### config.mk
export PLATFORM = sky130hd
export DESIGN_NAME = preamble_capture_ctrl
export DESIGN_NICKNAME = d
export VERILOG_FILES = /design/src/rtl/preamble_capture_ctrl_pkg.sv /design/src/rtl/preamble_capture_ctrl_fifo_flop.sv /design/src/rtl/preamble_capture_ctrl.sv
export SDC_FILE = /design/constraint.sdc
export NUM_CORES = 1
export LEC_CHECK = 0
export ABC_AREA = 1
export ABC_CLOCK_PERIOD_IN_PS = 2000
export BUFFER_PORTS_ARGS = -buffer_cell sky130_fd_sc_hd__buf_2
export CORE_MARGIN = 10
export CORE_UTILIZATION = 50
export CTS_BUF_LIST = sky130_fd_sc_hd__clkbuf_16
export CTS_CLUSTER_DIAMETER = 80
export DETAILED_ROUTE_END_ITERATION = 10
export PLACE_DENSITY = 0.79
export SETUP_SLACK_MARGIN = 0.2
export SYNTH_ARGS = -nofsm -noshare
export SYNTH_HDL_FRONTEND = slang
export SYNTH_HIERARCHICAL = 1
export SYNTH_SLANG_ARGS = --single-unit
### constraint.sdc
create_clock -name clk -period 2 [get_ports clk]
set_clock_uncertainty 0.05 [all_clocks]
set_input_delay 0.1 -clock clk [delete_from_list [all_inputs] [get_ports clk]]
set_output_delay 0.1 -clock clk [all_outputs]
set_load 0.01 [all_outputs]
### src/rtl/preamble_capture_ctrl_pkg.sv
// Shared definitions for preamble_capture_ctrl: FSM state encoding,
// settings-bus register offsets and register reset defaults.
package preamble_capture_ctrl_pkg;

  typedef enum logic [1:0] {
    ST_IDLE    = 2'd0,
    ST_SEARCH  = 2'd1,
    ST_CAPTURE = 2'd2,
    ST_HOLDOFF = 2'd3
  } state_t;

  localparam logic [7:0] SR_ENABLE      = 8'd0;
  localparam logic [7:0] SR_CAPTURE_LEN = 8'd1;
  localparam logic [7:0] SR_HOLDOFF_LEN = 8'd2;

  localparam int unsigned CAPTURE_LEN_RST = 64;
  localparam int unsigned HOLDOFF_LEN_RST = 0;

endpackage

### src/rtl/preamble_capture_ctrl_fifo_flop.sv
// axi_fifo_flop: single-entry registered AXI-Stream stage. Accepts a new beat
// whenever empty or draining in the same cycle, so it runs at full rate.
module preamble_capture_ctrl_fifo_flop #(
  parameter int WIDTH = 33
) (
  input  logic             clk,
  input  logic             resetn,
  input  logic [WIDTH-1:0] i_tdata,
  input  logic             i_tvalid,
  output logic             i_tready,
  output logic [WIDTH-1:0] o_tdata,
  output logic             o_tvalid,
  input  logic             o_tready
);

  logic [WIDTH-1:0] r_data;
  logic             r_valid;

  assign i_tready = ~r_valid | o_tready;
  assign o_tdata  = r_data;
  assign o_tvalid = r_valid;

  always_ff @(posedge clk) begin
    if (!resetn) begin
      r_data  <= '0;
      r_valid <= 1'b0;
    end else if (i_tready) begin
      r_valid <= i_tvalid;
      if (i_tvalid) r_data <= i_tdata;
    end
  end

endmodule

### src/rtl/preamble_capture_ctrl.sv
// Burst capture sequencer behind the short-preamble detector: arms on a peak
// beat, emits the peak phase once, forwards a framed burst, then holds off.
// Optional statistics counters: define PREAMBLE_CAPTURE_CTRL_STATS_EN.
module preamble_capture_ctrl
  import preamble_capture_ctrl_pkg::*;
#(
  parameter int WIDTH   = 32,
  parameter int SR_BASE = 0,
  parameter int LEN_W   = 16
) (
  input  logic             clk,
  input  logic             resetn,
  input  logic             set_stb,
  input  logic [7:0]       set_addr,
  input  logic [31:0]      set_data,
  input  logic [WIDTH-1:0] i_samples_tdata,
  input  logic             i_samples_tlast,
  input  logic             i_samples_tvalid,
  output logic             i_samples_tready,
  input  logic [15:0]      i_phase_tdata,
  input  logic             i_phase_tlast,
  input  logic             i_phase_tvalid,
  output logic             i_phase_tready,
  output logic [WIDTH-1:0] o_samples_tdata,
  output logic             o_samples_tlast,
  output logic             o_samples_tvalid,
  input  logic             o_samples_tready,
  output logic [15:0]      o_phase_tdata,
  output logic             o_phase_tvalid,
  input  logic             o_phase_tready,
  output logic [1:0]       o_state,
  output logic [31:0]      o_burst_count,
  output logic [31:0]      o_miss_count
);

  localparam logic [7:0] A_ENABLE      = 8'(SR_BASE + int'(SR_ENABLE));
  localparam logic [7:0] A_CAPTURE_LEN = 8'(SR_BASE + int'(SR_CAPTURE_LEN));
  localparam logic [7:0] A_HOLDOFF_LEN = 8'(SR_BASE + int'(SR_HOLDOFF_LEN));

  state_t           r_state, w_next;
  logic             r_enable;
  logic [LEN_W-1:0] r_capture_len, r_holdoff_len;
  logic [LEN_W-1:0] r_cnt, r_hold_snap;
  logic [15:0]      r_phase;
  logic             r_phase_valid;

  logic w_accept, w_xfer, w_phase_full, w_cnt_last;
  logic w_load, w_push, w_skid_ready;
  logic w_unused;

  // A beat moves only when both streams offer it; reset holds both readies low.
  assign w_accept     = (r_state == ST_CAPTURE) ? w_skid_ready : 1'b1;
  assign w_xfer       = i_samples_tvalid & i_phase_tvalid & w_accept & resetn;
  assign i_samples_tready = w_xfer;
  assign i_phase_tready   = w_xfer;
  assign w_phase_full = r_phase_valid & ~o_phase_tready;
  assign w_cnt_last   = (r_cnt == LEN_W'(1));
  assign w_unused     = ^{i_samples_tlast, set_data};

  always_comb begin
    w_next = r_state;
    w_load = 1'b0;
    w_push = 1'b0;
    case (r_state)
      ST_IDLE: if (r_enable) w_next = ST_SEARCH;
      ST_SEARCH: begin
        if (!r_enable) w_next = ST_IDLE;
        else if (w_xfer && i_phase_tlast && !w_phase_full) begin
          w_load = 1'b1;
          w_next = ST_CAPTURE;
        end
      end
      ST_CAPTURE: begin
        w_push = w_xfer;
        if (w_xfer && w_cnt_last) begin
          if (r_hold_snap != '0) w_next = ST_HOLDOFF;
          else                   w_next = r_enable ? ST_SEARCH : ST_IDLE;
        end
      end
      ST_HOLDOFF: begin
        if (!r_enable)                w_next = ST_IDLE;
        else if (w_xfer && w_cnt_last) w_next = ST_SEARCH;
      end
      default: w_next = ST_IDLE;
    endcase
  end

  always_ff @(posedge clk) begin
    if (!resetn) begin
      r_state       <= ST_IDLE;
      r_enable      <= 1'b0;
      r_capture_len <= LEN_W'(CAPTURE_LEN_RST);
      r_holdoff_len <= LEN_W'(HOLDOFF_LEN_RST);
      r_cnt         <= '0;
      r_hold_snap   <= '0;
      r_phase       <= '0;
      r_phase_valid <= 1'b0;
    end else begin
      r_state <= w_next;
      if (set_stb) begin
        if (set_addr == A_ENABLE)      r_enable      <= set_data[0];
        if (set_addr == A_CAPTURE_LEN) r_capture_len <= set_data[LEN_W-1:0];
        if (set_addr == A_HOLDOFF_LEN) r_holdoff_len <= set_data[LEN_W-1:0];
      end
      if (r_phase_valid && o_phase_tready) r_phase_valid <= 1'b0;
      // Lengths are snapshotted at the peak so mid-burst writes only affect the next burst.
      if (w_load) begin
        r_phase       <= i_phase_tdata;
        r_phase_valid <= 1'b1;
        r_cnt         <= (r_capture_len == '0) ? LEN_W'(1) : r_capture_len;
        r_hold_snap   <= r_holdoff_len;
      end else if (w_xfer && (r_state == ST_CAPTURE)) begin
        r_cnt <= w_cnt_last ? r_hold_snap : r_cnt - LEN_W'(1);
      end else if (w_xfer && (r_state == ST_HOLDOFF)) begin
        r_cnt <= r_cnt - LEN_W'(1);
      end
    end
  end

  preamble_capture_ctrl_fifo_flop #(.WIDTH(WIDTH + 1)) u_skid (
    .clk      (clk),
    .resetn   (resetn),
    .i_tdata  ({w_cnt_last, i_samples_tdata}),
    .i_tvalid (w_push),
    .i_tready (w_skid_ready),
    .o_tdata  ({o_samples_tlast, o_samples_tdata}),
    .o_tvalid (o_samples_tvalid),
    .o_tready (o_samples_tready)
  );

  assign o_phase_tdata  = r_phase;
  assign o_phase_tvalid = r_phase_valid;
  assign o_state        = r_state;

`ifdef PREAMBLE_CAPTURE_CTRL_STATS_EN
  logic [31:0] r_burst_count, r_miss_count;
  logic        w_drop;

  assign w_drop = (r_state == ST_SEARCH) & r_enable & w_xfer & i_phase_tlast & w_phase_full;

  always_ff @(posedge clk) begin
    if (!resetn) begin
      r_burst_count <= '0;
      r_miss_count  <= '0;
    end else begin
      if (w_load) r_burst_count <= r_burst_count + 32'd1;
      if (w_drop) r_miss_count  <= r_miss_count + 32'd1;
    end
  end

  assign o_burst_count = r_burst_count;
  assign o_miss_count  = r_miss_count;
`else
  assign o_burst_count = '0;
  assign o_miss_count  = '0;
`endif

endmodule
# [After elaboration in Yosys (flattened, before gate mapping)]
# Index checks and enable logic that the tools add are counted.
[classes] add_sub_neg=1 mul=0 div=0 magnitude_cmp=0 eq_ne=10 n_shift=0 mux=21 n_bitwise=7 n_reduce_logical=18
[ops] operator="$mux W16" n=5
[ops] operator="$eq A16 B1 Y1 const B" n=1
[ops] operator="$logic_not A16 Y1" n=1
[ops] operator="$reduce_bool A16 Y1" n=1
[ops] operator="$sub A16 B1 Y16 const B" n=1
[ops] operator="$mux W2" n=7
[ops] operator="$eq A8 B1 Y1 const B" n=1
[ops] operator="$eq A8 B2 Y1 const B" n=1
[ops] operator="$logic_not A8 Y1" n=1
[ops] operator="$mux W1" n=8
[ops] operator="$pmux W2 S4" n=1
[ops] operator="$reduce_and A2 Y1" n=4
[ops] operator="$logic_and A1 B1 Y1" n=6
[ops] operator="$ne A3 B3 Y1 const B" n=2
[ops] operator="$and A1 B1 Y1" n=4
[ops] operator="$eq A2 B2 Y1 const B" n=2
[ops] operator="$reduce_and A4 Y1" n=1
[ops] operator="$reduce_bool A3 Y1" n=1
[ops] operator="$eq A2 B1 Y1 const B" n=1
[ops] operator="$logic_not A2 Y1" n=1
[ops] operator="$ne A2 B1 Y1 const B" n=1
[ops] operator="$ne A2 B2 Y1 const B" n=1
[ops] operator="$not A1 Y1" n=2
[ops] operator="$reduce_bool A2 Y1" n=1
[ops] operator="other kinds (2)" n=2
[totals] regBits=118 latchBits=0 ramBits=0 mem_bits_ro=0 input_bits=97 output_inout_bits=119 elab_cells=67 mem_count=0

# [Longest topological paths before layout]
# Gate-level depths: netlist (run 1).
[depth] depth_word=11 mapped_depth=13 ltp_nobuf=12

# [Cells and area by module]
# The synthesis (run 1) kept the hierarchy.
[by_module_without_submodules] mod="preamble_capture_ctrl" instances=1 cells_per_inst=662 area_each_um2=4523.1 seq_area_each_um2=1681.6
[by_module_without_submodules] mod="preamble_capture_ctrl_fifo_flop" instances=1 cells_per_inst=221 area_each_um2=1508.9 seq_area_each_um2=680.7

# [Worst setup path after synthesis (run 1)]
# Ideal clock, no wire load.
[synth_path] path_type="reg2reg" startpoint="register u_skid.r_valid, in the netlist u_skid/o_tvalid" endpoint="register r_cnt[15]" setup_ps=117 t_arrival_ps=1549 required_time_ps=1833 path_slack_ps=284 stages_incl_launch_ff=10 path_buffers=1 synth_period_minus_slack_ps=1716 path_cell_list="dfxtp_1 > nand2_2 > buf_2 > inv_1 > nor3_4 > nand3_4 > nand2_1 > nand2_1 > a21oi_1 > nor2_1"
[synth_between] elab_chain_cells=11 word_cells_on_any_way=15 cone_classes="mux (6); bitwise (4); reduce/logical (5)"
[synth_rtl] item="start: declaration" line_no="preamble_capture_ctrl_fifo_flop.sv:17" source="logic r_valid;"
[synth_rtl] item="start signal: assignment" line_no="preamble_capture_ctrl_fifo_flop.sv:28" source="r_valid <= i_tvalid;"
[synth_rtl] item="$not A1 Y1 (*)" line_no="preamble_capture_ctrl_fifo_flop.sv:19" source="assign i_tready = ~r_valid | o_tready;"
[synth_rtl] item="$or A1 B1 Y1 (*)" line_no="preamble_capture_ctrl_fifo_flop.sv:19"
[synth_rtl] item="named net w_skid_ready" line_no="preamble_capture_ctrl.sv:48" source="logic w_load, w_push, w_skid_ready;"
[synth_rtl] item="$mux W1 (*)" line_no="preamble_capture_ctrl.sv:52" source="assign w_accept = (r_state == ST_CAPTURE) ? w_skid_ready : 1'b1;"
[synth_rtl] item="$and A1 B1 Y1 (*) (2 in a row)" line_no="preamble_capture_ctrl.sv:53" source="assign w_xfer = i_samples_tvalid & i_phase_tvalid & w_accept & resetn;"
[synth_rtl] item="$logic_and A1 B1 Y1 (2 in a row)" line_no="preamble_capture_ctrl.sv:68" source="else if (w_xfer && i_phase_tlast && !w_phase_full) begin"
[synth_rtl] item="$mux W1" line_no="preamble_capture_ctrl.sv:68"
[synth_rtl] item="$mux W1" line_no="preamble_capture_ctrl.sv:67" source="if (!r_enable) w_next = ST_IDLE;"
[synth_rtl] item="$mux W1" line_no="preamble_capture_ctrl.sv:64" source="case (r_state)"
[synth_rtl] item="$reduce_bool A3 Y1 (no source line) or $mux W16 (tied branches)"
[synth_rtl] item="end signal: assignment" line_no="preamble_capture_ctrl.sv:110" source="r_cnt <= (r_capture_len == '0) ? LEN_W'(1) : r_capture_len;"
[synth_rtl] item="end signal: assignment" line_no="preamble_capture_ctrl.sv:113" source="r_cnt <= w_cnt_last ? r_hold_snap : r_cnt - LEN_W'(1);"
[synth_rtl] item="end signal: assignment" line_no="preamble_capture_ctrl.sv:115" source="r_cnt <= r_cnt - LEN_W'(1);"
[synth_rtl] item="end: declaration" line_no="preamble_capture_ctrl.sv:43" source="logic [LEN_W-1:0] r_cnt, r_hold_snap;"
# Mark *: on every way through the listed nets, which the timed path passes. The rest lies on a longest branch.
# A chain may end at the register's enable or synchronous reset.

# [Final worst setup path (run 1)]
[layout_path] startpoint="register r_state[0], in the netlist o_state[0]" endpoint="register r_cnt[2]"
[layout_between] elab_chain_cells=10 word_cells_on_any_way=16 cone_classes="eq/ne (3); mux (6); bitwise (2); reduce/logical (5)"
[layout_rtl] item="start: declaration" line_no="preamble_capture_ctrl.sv:40" source="state_t r_state, w_next;"
[layout_rtl] item="start signal: assignment" line_no="preamble_capture_ctrl.sv:99" source="r_state <= w_next;"
[layout_rtl] item="$eq A2 B2 Y1" line_no="preamble_capture_ctrl.sv:52, preamble_capture_ctrl.sv:112"
[layout_rtl] item="$mux W1" line_no="preamble_capture_ctrl.sv:52"
[layout_rtl] item="$and A1 B1 Y1 (2 in a row)" line_no="preamble_capture_ctrl.sv:53"
[layout_rtl] item="$logic_and A1 B1 Y1 (2 in a row)" line_no="preamble_capture_ctrl.sv:68"
[layout_rtl] item="$mux W1" line_no="preamble_capture_ctrl.sv:68"
[layout_rtl] item="$mux W1" line_no="preamble_capture_ctrl.sv:67"
[layout_rtl] item="$mux W1" line_no="preamble_capture_ctrl.sv:64"
[layout_rtl] item="$reduce_bool A3 Y1 (no source line) or $mux W16 (tied branches)"
# Parallel ways exist; a longest one is shown, timed or not.

==> metrics.txt, run 1 <==
outcome=completed; overall global routing resource usage=0.199; Final Hold Violating Endpoints=0; Final Instance Count excl. Fillers=1235; fraction of the mapped netlist area in compound gates=0.134; post-place setup slack=0.272 ns; routed wire length per instance=14.1 um; number of buffers added on ports=134; TritonCTS clock tree=done; Synthesis Warnings=6; Most used DFF post-synth=dfxtp_1; Final Critical Period=around 1.7 ns; maximum number of pins on one net before global-route repair=79; number of distinct library cells after synthesis=29; minimum setup slack in the final design=0.324 ns; multiplexer share of the synthesized area=0; global-route congestion overflow total=0; Syn-to-layout area delta=29.8%; average cell area after synthesis=6.83 um2; met3 wire length=1.40 mm; worst min-delay path class=in2reg; final sum of negative setup slack=0 ns; worst hold-check slack=0.0900 ns; Hold Path Cell Cnt=6; antenna violations before repair=1; Via-to-Cell Ratio=4.88; DRC Markers=0; commonest non-fill, non-tap cell in the layout=nand2_1; number of antenna-violating nets in the routed design=0; master cell of the clock root buffer=clkbuf_16; cell area after synthesis=6030 um2; Worst Reg2Reg Path Length in Cells=9; leakage component of the power=0.00381 uW; overall die area=16900 um2; Max IR drop VDD=0.671 mV; area share of the largest cell type after synthesis=0.392; combinational family with the most area after synthesis=simple AND/OR/NAND/NOR gates; CTS H-tree depth=4; ratio of cells with drive above 1 in the final layout=0.182; f_max=0.597 GHz; Crit path required time=2.30 ns; largest fanout of any net on the critical path=20; proportion of register bits with asynchronous set or reset after synthesis=0; final net count=1173; slowest library cell on the worst path=dfxtp_1; design area=7830 um2; Routability Congestion=0.902; TritonCTS buffer count=17; actual slew at the worst max-slew pin=between 0.7 and 0.8 ns; adder-cell area share of the yosys netlist=0.00415; register area share after synthesis=0.392; buffer levels on the longest clock path=2; starting DRC count in detailed routing=roughly 440; routed via count=roughly 6000; Simple-Gate Fraction of Synth Area=0.282; type of element capturing the critical path=register; Highest Signal Layer=met5; Period Utilization, post-route=0.838; drt pass-1 iters=5; Max Slew Vio Count=0; category of the most critical setup path=reg2reg; data arrival time of the critical path=1.97 ns; starting density of the core=0.506; Placeable Area=11900 um2; RSZ-0062 raised after global routing=true; synthesis-stage register bit count=118; ordered list of cells on the worst path=inv_2 > nand3_1 > nand2_4 > nor2_4 > nand2_8 > buf_6 > o21ai_1 > inv_1 > a21oi_1; most frequent cells in the layout=nand2_1, buf_2, nor2_1; Post-Place Cells=approximately 1100; worst slew margin relative to its limit=0.529; first-pass GRT wire length=between 20 and 30 mm; CP peak stage delay=0.39 ns; clock latency reported for the late side of the worst-skew pair=0.42 ns; placed cell areas=roughly 6500 um2; final setup violation count=0; std cell rows=40; Horiz. Die Dim=130 um; Met2 Routed Length=8.50 mm; ranking of synthesized cells by area=dfxtp_1, nand2_1, buf_4, a21oi_1, nor2_1; synthesized netlist cell count=883; chip height=130 um; clock net sink count=about 120; met1 WL=7.00 mm; Worst setup SP type=register; vias in the first global route=5695; xor and xnor area share after synthesis=0.00436; Detail Placement HPWL=11.2 mm; post-detailed-routing wire length=17.4 mm; number of maximum-capacitance violations=0; clock slew at reported path FFs=about 0.06 ns; ports placed on the boundary=approximately 220; power per cell area=838 nW/um2; most area-hungry cell type in the Yosys netlist=dfxtp_1; count of flip-flops with a built-in enable after synthesis=0
==> worst paths after layout <==
kind                                         end  slack [ns]              from
worst max register to register          r_cnt[2]        0.32        o_state[0]
worst min register to register  o_phase_tdata[5]        0.41  o_phase_tdata[5]
worst min-delay path                    r_enable        0.09       set_addr[1]
worst max-delay path                    r_cnt[2]        0.32        o_state[0]
==> timing repair <==
action	4_1_cts	5_1_grt
buffers inserted	0	1
hold buffers	67	0
hold endpoints to repair	82	0
endpoints found under the setup margin	0	58
resized for setup	0	11
==> where the power goes <==
group	internal, uW	switching [uW]
Sequential	2420	56.3
Clock	1940	1100
Combinational	433	620
Total	4790	1780
==> sequential cells by signal, indices dropped and copies added (netlist names) <==
register / count
r_capture_len: 16
r_holdoff_len: 16
u_skid/o_tdata: 33
o_phase_tvalid: 1
u_skid/o_tvalid: 1
o_phase_tdata: 16
r_hold_snap: 16
r_cnt: 16
o_state: 2
r_enable: 1
==> worst max-delay path, delay by kind of cell (launching register included) <==
family | cells | cell delay [ns]
buffers and inverters | 3 | 0.33
flip-flops | 1 | 0.39
AO/OA/AOI/OAI | 2 | 0.29
AND/OR/NAND/NOR | 4 | 0.53
==> cells in the mapped netlist (5+ instances only) <==
cell and n:
buf_6 5, inv_1 98, nand4_1 7, buf_2 18, dfxtp_1 118, buf_4 71, clkbuf_1 13, o21ai_0 59
nand3_1 76, nand2_1 165, nor2_1 124, a21oi_1 94
==> stage by stage <==
step                total power [uW]  utilization
floorplan                       3270            -
global route                    6840        0.657
finish                          6570        0.657
CTS                             6560        0.653
detailed placement              3430        0.547
global placement                3410        0.547
==> final cells by class <==
class                   instances  area, um2
clock inverters                15        164
fillers                       980       4080
flip-flops and latches        118       2360
diodes                          1       2.50
well taps                     147        184
multi-input cells             620       2840
clock buffers                  17        425
inverters                     101        379
repair buffers                216       1480
==> per-layer routing <==
| layer | GRT usage | vias up |
|---|---|---|
| li1 | - | 3052 |
| met1 | 0.229 | 2700 |
| met5 | 0 | - |
| met2 | 0.326 | 235 |
| met3 | 0.0730 | 40 |
| met4 | 0.0866 | 2 |
==> kinds of logic (layout without fill, tap and decap cells) <==
logic type | count (synthesis) | count (layout)
adders and majority gates | 2 | 2
buffers and inverters | 208 | 349
xor gates and xnor gates | 3 | 3
DFF | 118 | 118
other | 1 | 65
and+or+nand+nor | 391 | 391
AOI/OAI and AO/OA | 160 | 160
(Power assumes the default switching activity.)
==> run 2: changes to the inputs <==
--- a/config.mk
+++ b/config.mk
@@ -6,7 +6,7 @@
 export NUM_CORES = 1
 export LEC_CHECK = 0
 export ABC_AREA = 1
-export ABC_CLOCK_PERIOD_IN_PS = 2000
+export ABC_CLOCK_PERIOD_IN_PS = 1700
 export BUFFER_PORTS_ARGS = -buffer_cell sky130_fd_sc_hd__buf_2
 export CORE_MARGIN = 10
 export CORE_UTILIZATION = 50
==> constraint.sdc (replaced) <==
create_clock -name clk -period 1.7 [get_ports clk]
set_clock_uncertainty 0.05 [all_clocks]
set_input_delay 0.085 -clock clk [delete_from_list [all_inputs] [get_ports clk]]
set_output_delay 0.085 -clock clk [all_outputs]
set_load 0.01 [all_outputs]
==> run 2 against run 1 <==
Net effect:
- highest routed layer unchanged
- global-route usage grew 2.2 points
- sequential share of layout area decreased by 3.5 points
- first-iteration DRC count grew 54%
- the flow now finishes with violations (setup timing)
- critical endpoint is now r_cnt[8]
==> metrics.txt, run 2 (synthesis results as in run 1) <==
overall die area=16900 um2 (unchanged); buffer levels on the longest clock path=2 (unchanged); flip-flop count of the largest register, all copies and words added=33 (unchanged); design area=8920 um2 (was 7830 um2); Detail Placement HPWL=11.3 mm (was 11.2 mm); category of the most critical setup path=reg2reg (unchanged); ratio of cells with drive above 1 in the final layout=0.296 (was 0.182); global-route congestion overflow total=0 (unchanged); starting DRC count in detailed routing=669 (was 435); first-pass GRT wire length=30.2 mm (was 27.4 mm); Syn-to-layout area delta=47.9% (was 29.8%); actual slew at the worst max-slew pin=0.882 ns (was 0.706 ns); number of maximum-capacitance violations=0 (unchanged); DRC Markers=0 (unchanged); std cell rows=40 (unchanged); Placeable Area=11900 um2 (unchanged); Max IR drop VDD=0.716 mV (was 0.671 mV); routed via count=6780 (was 6029); TritonCTS clock tree=done (unchanged); violations in the final reports=setup timing; routed wire length per instance=17.0 um (was 14.1 um); master cell of the clock root buffer=clkbuf_16 (unchanged); commonest non-fill, non-tap cell in the layout=nand2_1 (unchanged); Crit path required time=2.00 ns (was 2.30 ns); TritonCTS buffer count=17 (unchanged); overall global routing resource usage=0.221 (was 0.199); leakage component of the power=0.00432 uW (was 0.00381 uW); placed cell areas=6700 um2 (was 6510 um2); RSZ-0062 raised after global routing=true (unchanged); clock latency reported for the late side of the worst-skew pair=0.43 ns (was 0.42 ns); antenna violations before repair=1 (unchanged); chip height=130 um (unchanged); clock slew at reported path FFs=0.05 ns (was 0.06 ns); Routability Congestion=0.880 (was 0.902); Final Critical Period=1.71 ns (was 1.68 ns); maximum number of pins on one net before global-route repair=92 (was 79); drt pass-1 iters=6 (was 5); Worst setup SP type=register (unchanged); largest fanout of any net on the critical path=8 (was 20); final setup violation count=1 (was 0); f_max=0.584 GHz (was 0.597 GHz); power per cell area=956 nW/um2 (was 838 nW/um2); starting density of the core=0.506 (unchanged); minimum setup slack in the final design=-0.0124 ns (was 0.324 ns); Horiz. Die Dim=130 um (unchanged); most frequent cells in the layout=nand2_1, buf_2, nor2_1 (unchanged); Max Slew Vio Count=0 (unchanged); type of element capturing the critical path=register (unchanged); outcome=complete, but fails checks (was completed); vias in the first global route=6251 (was 5695); Final Instance Count excl. Fillers=1288 (was 1235); number of antenna-violating nets in the routed design=0 (unchanged); Final Hold Violating Endpoints=0 (unchanged); worst min-delay path class=in2reg (unchanged); ports placed on the boundary=216 (unchanged); worst slew margin relative to its limit=0.412 (was 0.529); data arrival time of the critical path=2.01 ns (was 1.97 ns); fill cell count=768 (was 980); final net count=1226 (was 1173); clock net sink count=118 (unchanged); Period Utilization, post-route=1.01 (was 0.838); post-detailed-routing wire length=22.0 mm (was 17.4 mm); CTS H-tree depth=4 (unchanged); number of buffers added on ports=134 (unchanged); Via-to-Cell Ratio=5.26 (was 4.88); Post-Place Cells=1155 (was 1134)
[run 2: cell types whose count changed in the layout (fill, tap and decap cells not counted), sizes merged]
cell and delta:
bufinv +2, clkbuf +4, inv +1, clkinv -3, buf +49
[run 2: where the power goes]
group,switching [uW],internal [uW],total (uW)
logic,1000,707,1710
clock network,1310,2580,3880
registers,75.4,2860,2930
[run 2: routing by layer]
layer	vias up	GRT usage	wire (um)
li1	3183	-	-
met1	3099	0.236	7900
met2	398	0.385	11100
met3	98	0.0702	2020
met4	2	0.116	954
met5	-	0	20
[run 2: area by class of cell]
| cell class | instances | area, um2 | area share |
|---|---|---|---|
| Multi-Input combinational cell | 620 | 3230 | 0.362 |
| Antenna cell | 1 | 2.50 | 0.000281 |
| Timing Repair Buffer | 269 | 2110 | 0.236 |
| Clock buffer | 17 | 425 | 0.0477 |
| Clock inverter | 15 | 213 | 0.0238 |
| Sequential cell | 118 | 2380 | 0.266 |
| Tap cell | 147 | 184 | 0.0206 |
| Inverter | 101 | 387 | 0.0433 |
[run 2: worst paths after layout]
kind,startpoint,endpoint,slack (ns),cells after the start
setup / recovery,r_cnt[2],r_cnt[8],-0.01,9
hold / removal,set_addr[1],r_enable,0.06,6
setup reg to reg,r_cnt[2],r_cnt[8],-0.01,9
hold reg to reg,o_phase_tdata[12],o_phase_tdata[12],0.41,2
[run 2: timing repair]
action	CTS	global route
endpoints found under the hold margin	82	0
cloned	2	5
setup buffers	11	15
hold buffers	67	0
pin swaps	11	32
setup endpoints to repair	78	84
resized for setup	42	100
[run 2: per-stage QoR]
stage	hold WS (ns)	total power, uW	setup WS [ns]	TNS, ns	utilization
floorplan	0.165	3860	0.160	0	-
global placement	0.283	4090	0.0717	0	0.562
detailed placement	0.289	4100	0.0643	0	0.562
CTS	0.0593	8160	0.152	0	0.699
global route	0.111	8820	-0.0927	-0.144	0.749
finish	0.0585	8530	-0.0124	-0.0124	0.749
[run 2: worst max-delay path: stages (launching register included)]
cell     delay [ns]
dfxtp_2        0.36
nor2_2         0.16
nand2_1        0.12
nor2_4         0.15
buf_6          0.12
nand3_4        0.12
buf_6          0.19
nand2_1        0.12
nand3_1        0.10
a21oi_1        0.15
